==> src/rtl/srom_rd.sv <==
// -----------------------------------------------------------------------------
// srom_rd : memory-side read engine for the sound-ROM path.
//
// Takes single-cycle word read requests from the bus chip-select stage and runs
// a timed read cycle on an external 16-bit asynchronous ROM/SRAM. mem_oe_n is
// held low for WAIT cycles with a stable address. The word is then returned with
// a one-cycle msack pulse. A one-entry pending slot absorbs a request that
// arrives while the engine is busy.
//
// Parameters:
//   AW   word address width
//   WAIT cycles mem_oe_n is held low before data is sampled (1..15)
//   HOLD recovery cycles with mem_oe_n high between accesses (0..7)
//
// Ports:
//   clk, rst          clock; asynchronous active-high reset
//   msreq, msaddr     read request pulse and word address
//   msack, msdata     read-complete pulse and read word (held until next msack)
//   mem_addr,mem_oe_n external ROM address and active-low output enable
//   mem_data          external ROM data
//   busy              engine not idle, or pending slot occupied
//   ovf               sticky: a request was dropped (cleared only by rst)
//
// Optional feature (macro SROM_RD_LASTWORD_EN): remembers the last completed
// address. A repeat request from IDLE is answered next cycle without an
// external access.
// -----------------------------------------------------------------------------
module srom_rd #(
    parameter int unsigned AW   = 17,
    parameter int unsigned WAIT = 4,
    parameter int unsigned HOLD = 1
) (
    input  logic          clk,
    input  logic          rst,
    input  logic          msreq,
    input  logic [AW-1:0] msaddr,
    output logic          msack,
    output logic [15:0]   msdata,
    output logic [AW-1:0] mem_addr,
    output logic          mem_oe_n,
    input  logic [15:0]   mem_data,
    output logic          busy,
    output logic          ovf
);

    localparam int unsigned CW = 4;

    localparam logic [1:0] ST_IDLE    = 2'd0;
    localparam logic [1:0] ST_ACCESS  = 2'd1;
    localparam logic [1:0] ST_RECOVER = 2'd2;

    logic [1:0]    state_q,     state_d;
    logic [CW-1:0] cnt_q,       cnt_d;
    logic [AW-1:0] mem_addr_q,  mem_addr_d;
    logic          mem_oe_n_q,  mem_oe_n_d;
    logic          msack_q,     msack_d;
    logic [15:0]   msdata_q,    msdata_d;
    logic          pend_v_q,    pend_v_d;
    logic [AW-1:0] pend_addr_q, pend_addr_d;
    logic          ovf_q,       ovf_d;
    logic          busy_q,      busy_d;
`ifdef SROM_RD_LASTWORD_EN
    logic          last_v_q,    last_v_d;
    logic [AW-1:0] last_addr_q, last_addr_d;
`endif

    logic          start_req;
    logic          req_taken;

    // Next-state, datapath and pending-slot logic
    always_comb begin
        state_d     = state_q;
        cnt_d       = cnt_q;
        mem_addr_d  = mem_addr_q;
        mem_oe_n_d  = mem_oe_n_q;
        msack_d     = 1'b0;
        msdata_d    = msdata_q;
        pend_v_d    = pend_v_q;
        pend_addr_d = pend_addr_q;
        ovf_d       = ovf_q;
`ifdef SROM_RD_LASTWORD_EN
        last_v_d    = last_v_q;
        last_addr_d = last_addr_q;
`endif
        start_req   = 1'b0;
        req_taken   = 1'b0;

        case (state_q)
            ST_IDLE: begin
                if (pend_v_q || msreq) begin
`ifdef SROM_RD_LASTWORD_EN
                    // Repeat of the last completed word: answer from msdata
                    if (!pend_v_q && last_v_q && (msaddr == last_addr_q)) begin
                        msack_d   = 1'b1;
                        req_taken = 1'b1;
                    end else begin
                        start_req = 1'b1;
                    end
`else
                    start_req = 1'b1;
`endif
                end
            end

            ST_ACCESS: begin
                if (cnt_q == '0) begin
                    msdata_d   = mem_data;
                    msack_d    = 1'b1;
                    mem_oe_n_d = 1'b1;
                    state_d    = ST_RECOVER;
                    // The msack cycle counts as the first oe-high cycle;
                    // HOLD further cycles follow before the next access.
                    cnt_d      = CW'(HOLD);
`ifdef SROM_RD_LASTWORD_EN
                    last_v_d    = 1'b1;
                    last_addr_d = mem_addr_q;
`endif
                end else begin
                    cnt_d = cnt_q - CW'(1);
                end
            end

            ST_RECOVER: begin
                if (cnt_q == '0) begin
                    if (pend_v_q || msreq) begin
                        start_req = 1'b1;
                    end else begin
                        state_d = ST_IDLE;
                    end
                end else begin
                    cnt_d = cnt_q - CW'(1);
                end
            end

            default: begin
                state_d    = ST_IDLE;
                mem_oe_n_d = 1'b1;
            end
        endcase

        // Start an access; the pending entry always wins over a new request
        if (start_req) begin
            state_d    = ST_ACCESS;
            cnt_d      = CW'(WAIT - 1);
            mem_oe_n_d = 1'b0;
            if (pend_v_q) begin
                mem_addr_d = pend_addr_q;
                pend_v_d   = 1'b0;
            end else begin
                mem_addr_d = msaddr;
                req_taken  = 1'b1;
            end
        end

        // A request not consumed above goes to the slot, using its
        // post-start occupancy so a just-freed slot accepts it.
        if (msreq && !req_taken) begin
            if (pend_v_d) begin
                ovf_d = 1'b1;
            end else begin
                pend_v_d    = 1'b1;
                pend_addr_d = msaddr;
            end
        end

        busy_d = (state_d != ST_IDLE) || pend_v_d;
    end

    // State and output registers
    always_ff @(posedge clk or posedge rst) begin
        if (rst) begin
            state_q     <= ST_IDLE;
            cnt_q       <= '0;
            mem_addr_q  <= '0;
            mem_oe_n_q  <= 1'b1;
            msack_q     <= 1'b0;
            msdata_q    <= '0;
            pend_v_q    <= 1'b0;
            pend_addr_q <= '0;
            ovf_q       <= 1'b0;
            busy_q      <= 1'b0;
`ifdef SROM_RD_LASTWORD_EN
            last_v_q    <= 1'b0;
            last_addr_q <= '0;
`endif
        end else begin
            state_q     <= state_d;
            cnt_q       <= cnt_d;
            mem_addr_q  <= mem_addr_d;
            mem_oe_n_q  <= mem_oe_n_d;
            msack_q     <= msack_d;
            msdata_q    <= msdata_d;
            pend_v_q    <= pend_v_d;
            pend_addr_q <= pend_addr_d;
            ovf_q       <= ovf_d;
            busy_q      <= busy_d;
`ifdef SROM_RD_LASTWORD_EN
            last_v_q    <= last_v_d;
            last_addr_q <= last_addr_d;
`endif
        end
    end

    assign msack    = msack_q;
    assign msdata   = msdata_q;
    assign mem_addr = mem_addr_q;
    assign mem_oe_n = mem_oe_n_q;
    assign busy     = busy_q;
    assign ovf      = ovf_q;

endmodule

==> config.mk <==
export PLATFORM = sky130hd
export DESIGN_NAME = srom_rd
export DESIGN_NICKNAME = d
export VERILOG_FILES = /design/src/rtl/srom_rd.sv
export SDC_FILE = /design/constraint.sdc
export NUM_CORES = 1
export LEC_CHECK = 0
export CAP_MARGIN = 20
export CORE_MARGIN = 8
export CORE_UTILIZATION = 25
export DETAILED_ROUTE_END_ITERATION = 12
export GPL_TIMING_DRIVEN = 0
export HOLD_SLACK_MARGIN = 0.06
export SLEW_MARGIN = 30
export SYNTH_ARGS = -nofsm -noshare
export SYNTH_HDL_FRONTEND = slang
export SYNTH_SLANG_ARGS = --single-unit
==> constraint.sdc <==
create_clock -name clk -period 2.72 [get_ports clk]
set_input_delay 0.544 -clock clk [delete_from_list [all_inputs] [get_ports clk]]
set_output_delay 0.544 -clock clk [all_outputs]
set_load 0.005 [all_outputs]
# After elaboration in Yosys (flattened, before gate mapping)
# Cells that the tools add are included.
[op_classes] addsub=1 n_eq_ne=5 mux=22 bitwise=1 n_reduce_logical=14
[ops] op="2-to-1 mux 17 bit" count=1
[ops] op="2-to-1 mux 4 bit" count=3
[ops] op="2-to-1 mux 1 bit" count=10
[ops] op="AND reduction 2 bit" count=5
[ops] op="2-to-1 mux 2 bit" count=4
[ops] op="one-hot mux 4 bit (2 select lines)" count=1
[ops] op="!= test 3 bit (second input constant)" count=2
[ops] op="one-hot mux 2 bit (3 select lines)" count=1
[ops] op="zero test 4 bit" count=1
[ops] op="one-hot mux 1 bit (2 select lines)" count=2
[ops] op="subtractor 4 x 1 -> 4 bit (second input constant)" count=1
[ops] op="nonzero test 3 bit" count=1
[ops] op="equality test 2 x 1 -> 1 bit (second input constant)" count=1
[ops] op="equality test 2 bit (second input constant)" count=1
[ops] op="zero test 2 bit" count=1
[ops] op="logical OR 1 bit" count=2
[ops] op="!= test 2 x 1 -> 1 bit (second input constant)" count=1
[ops] op="nonzero test 2 bit" count=1
[ops] op="OR reduction 2 bit" count=1
[ops] op="logical AND 1 bit" count=1
[ops] op="zero test 1 bit" count=1
[ops] op="inverter 1 bit" count=1
[totals] regBits=61 inputBits=36 output_inout_bits=37 elab_cells=53

# Depth between registers and ports, before layout
[depth] word_depth=9 ltp_mapped=7

# Worst setup path after synthesis
# Ideal clock, no wire load.
[synth_path] path_type="register to register" from="register cnt_q[0]" to="register pend_addr_q[0]" arrival_time_ns=1.908 t_required_ns=2.582 path_slack_ns=0.674 stages_incl_launch_ff=7 path_buffers=1 synth_period_minus_slack_ns=2.046 cell_sequence="dfrtp_1 > inv_1 > ha_1 > nor3b_2 > mux2i_1 > clkbuf_1 > o22ai_1"
[synth_between] elab_chain_len=7
[synth_rtl] item="from (decl)" line="53" source="logic [CW-1:0] cnt_q, cnt_d;"
[synth_rtl] item="from (signal assigned)" line="188" source="cnt_q <= cnt_d;"
[synth_rtl] item="zero test 4 bit *" line="124" source="if (cnt_q == '0) begin"
[synth_rtl] item="2-to-1 mux 1 bit *" line="124"
[synth_rtl] item="one-hot mux 1 bit (2 select lines) *" line="88" source="case (state_q)"
[synth_rtl] item="2-to-1 mux 1 bit" line="142" source="if (start_req) begin"
[synth_rtl] item="zero test 1 bit" line="157" source="if (msreq && !req_taken) begin"
[synth_rtl] item="logical AND 1 bit" line="157"
[synth_rtl] item="AND reduction 2 bit (no source line) *"
[synth_rtl] item="to (signal assigned)" line="194" source="pend_addr_q <= pend_addr_d;"
[synth_rtl] item="to (decl)" line="59" source="logic [AW-1:0] pend_addr_q, pend_addr_d;"
# Every way passes the cells marked *; elsewhere a longest branch is shown, timed or not.
# A chain may end at the register's enable or synchronous reset.

# Final worst setup path
[layout_path] from="register cnt_q[0]" to="register pend_addr_q[9]"
# Same word-level chain as after synthesis.

==> flow_summary.toml <==
[status]
outcome = "finished clean"

[sta]
slew_viol_final = 0
min_period_over_period = 0.9007
setup_ws_ns = 0.2700
rsz0062_at_grt = "false"
hold_viol = 0
tightestPinTransition_ns = 0.7731
slew_headroom = 0.4812
fin_skew_ns = 0.01179
fin_crit_ns = 2.450
finalSetupViolations = 0
fmax_mhz = 408.2

[setup_path]
worst_setup_path_end_kind = "flop"
path_class = "flop to flop"
cp_max_fo = 10
cp_slowest_cell = "mux2i_2"
reg2reg_slack_ns = 0.27
cp_cell_sequence = "inv_1 > ha_1 > nor3b_4 > mux2i_2 > clkbuf_1 > o22ai_1"
cp.arrival_ns = 2.63
crit_required_ns = 2.90
cp_top_family = "buffers and inverters"
cpPeakStageDelay_ns = 0.55
cp-start-kind = "flop"
crit_buf_inv = 2

[floorplan]
die_area_um2 = 15560
start_util = 0.2577
die_w_um = 124.7
io_pins = 73
rows = 39
core_um2 = 11470
die_y_um = 124.7

[power_and_ir_drop]
seqPwrFrac = 0.318
intPower_mw = 3.445
p_sw_frac = 0.3219
power_density_nw_per_um2 = 1213
switching_power_mw = 1.635
vdd_drop_max_mv = 0.4025
power.share.combinational = 0.460
leakagePower_nw = 1.703
p_clk_frac = 0.222

[routing]
wl_met1_um = 3586
wl_per_cell_um = 16.19
wl_met2_um = 3481
dr.pass1.iters = 4
drtIter0Drc = 95
wirelength_um = 7562
route.met3.wl_um = 392
detail-route-antenna-nets = 0
vias_per_cell = 4.779
drcViolationCount = 0
routed.top_layer = "met4"
vias = 2232

[cts]
htree_levels = 3
clkSlewWorstSetupHoldPaths_ns = 0.06
cts_buffers = 9
cts_setup_buffers = 0
postCtsHoldBufs = 0
worstSkewPairLatency_ns = 0.33
cts_sinks = 61
cts_root_buf = "clkbuf_16"
cts_buffer_depth = 2
cts.repair.resized = 0
cts_tree = "built"

[global_route]
grt_pass1_vias = 2392
grt_usage = 0.09810
grt_max_degree = 48
antenna_found_initial = 0
grt_remaining_overflow = 0
grt_pass1_wl_um = 12690

[yosys]
synthFlopType = "dfrtp_1"
yosys.area_share.simple = 0.07324
syn_area_um2 = 2955
syn_inst = 235
yosys.area_share.adder = 0.008467
async_flop_share = 1.000
synth-edff-count = 0
synth_top_family_by_area = "multiplexers"
synth_top_cell_by_area = "dfrtp_1"
synthTopCellsByArea = "dfrtp_1, mux2_2, mux2_4, o211ai_1, o22ai_1"
ys_ff_latch = 61
synth_nets = 273
synthXorXnorAreaFrac = 0.002964
yosys_warnings = 0
yosysUniqueCellTypes = 40
synth_compound_area_frac = 0.1414
synthMuxAreaShare = 0.2087
ys_seq_area_frac = 0.5169
yosysTopAreaCellShare = 0.5080
syn_area_per_cell_um2 = 12.58

[cells_and_area]
num-nets-final = 357
postLayoutCellArea_um2 = 4188
syn_to_final_growth_pct = 41.70
final_cell_mix = "clkdlybuf4s50_1, dfrtp_1, mux2_2"
finish.utilization = 0.3652
layout_commonest_cell = "clkdlybuf4s50_1"
drive_gt1_frac = 0.2562
antenna_cells = 0

[min_path]
hold_path_class = "flop to flop"

[place]
gp_congestion = 0.7442
dp_worst_setup_slack_ns = 0.08318
post_dp_cell_area_um2 = 3885
port_buffers = 72
place_hpwl_um = 5274

[job]
cap_violations = 0
## worst register-to-register path, stage by stage, from the launching register on
cell	delay, ns
dfrtp_1	0.43
inv_1	0.12
ha_1	0.22
nor3b_4	0.40
mux2i_2	0.55
clkbuf_1	0.46
o22ai_1	0.14
## cells by family after synthesis
group | count (synthesis)
flip-flops | 61
multiplexers | 52
AND/OR/NAND/NOR | 34
AO/OA/AOI/OAI | 59
adder cells (fa/ha/maj) | 2
XOR/XNOR | 1
buffers and inverters | 26
## per-stage QoR
step / std cells / power, mW / TNS, ns / hold slack (ns)
finish: 467 / 5.081 / 0 / 0.4708
global route: 467 / 5.431 / 0 / 0.4788
CTS: 467 / 5.148 / 0 / 0.4695
detailed placement: 451 / 3.983 / 0 / 0.4618
global placement: 450 / 3.920 / -32.28 / 0.4602
floorplan: 235 / 3.051 / 0 / 0.4489
## final timing paths
path	from	end	depth (start not counted)
min	mem_oe_n	mem_oe_n	2
max reg2reg	cnt_q[0]	pend_addr_q[9]	6
min reg2reg	mem_oe_n	mem_oe_n	2
max	cnt_q[0]	pend_addr_q[9]	6
max in group asynchronous	rst	mem_oe_n	3
min in group asynchronous	rst	msdata[7]	2
## power by group through the flow
stage / Combinational [mW] / Clock, mW / Sequential, mW
2_1_floorplan: 1.45 / 0 / 1.60
3_3_place_gp: 2.31 / 0 / 1.61
4_1_cts: 2.37 / 1.16 / 1.62
6_report: 2.34 / 1.13 / 1.62
5_1_grt: 2.55 / 1.20 / 1.68
3_5_place_dp: 2.36 / 0 / 1.63
## cell type report
| class | count | area, um2 |
|---|---|---|
| timing repair buffer | 73 | 748.2 |
| clock inverter | 6 | 63.81 |
| multi-input combinational | 148 | 1295 |
| inverter | 8 | 32.53 |
| tap | 143 | 178.9 |
| sequential | 61 | 1528 |
| fill | 1130 | 7279 |
| clock buffer | 10 | 229.0 |
| buffer | 18 | 112.6 |
## cell usage after synthesis (2+ instances only)
cell type and instances:
o22ai_1 18, inv_1 8, o211ai_1 18, dfrtp_1 60, buf_6 3, mux2_2 41, nor3_1 2, mux2i_1 2
a31oi_1 4, nand3_1 17, o21ai_0 6, nand3b_1 3, buf_2 5, nand2_1 3, clkbuf_1 8, ha_1 2
o41ai_1 2, mux2_4 9, a21oi_1 3
## metal layers
metal	track usage	vias up
li1	-	1050
met1	0.1287	1117
met2	0.1448	54
met3	0.03362	11
met4	0.03614	0
met5	0	-
## flip-flops by register name, indices dropped and copies added, names as in the netlist
signal / cells
busy: 1
cnt_q: 4
mem_addr: 17
mem_oe_n: 1
msack: 1
msdata: 16
ovf: 1
pend_addr_q: 17
pend_v_q: 1
state_q: 2
No activity file was read; power rests on OpenSTA's default activity.
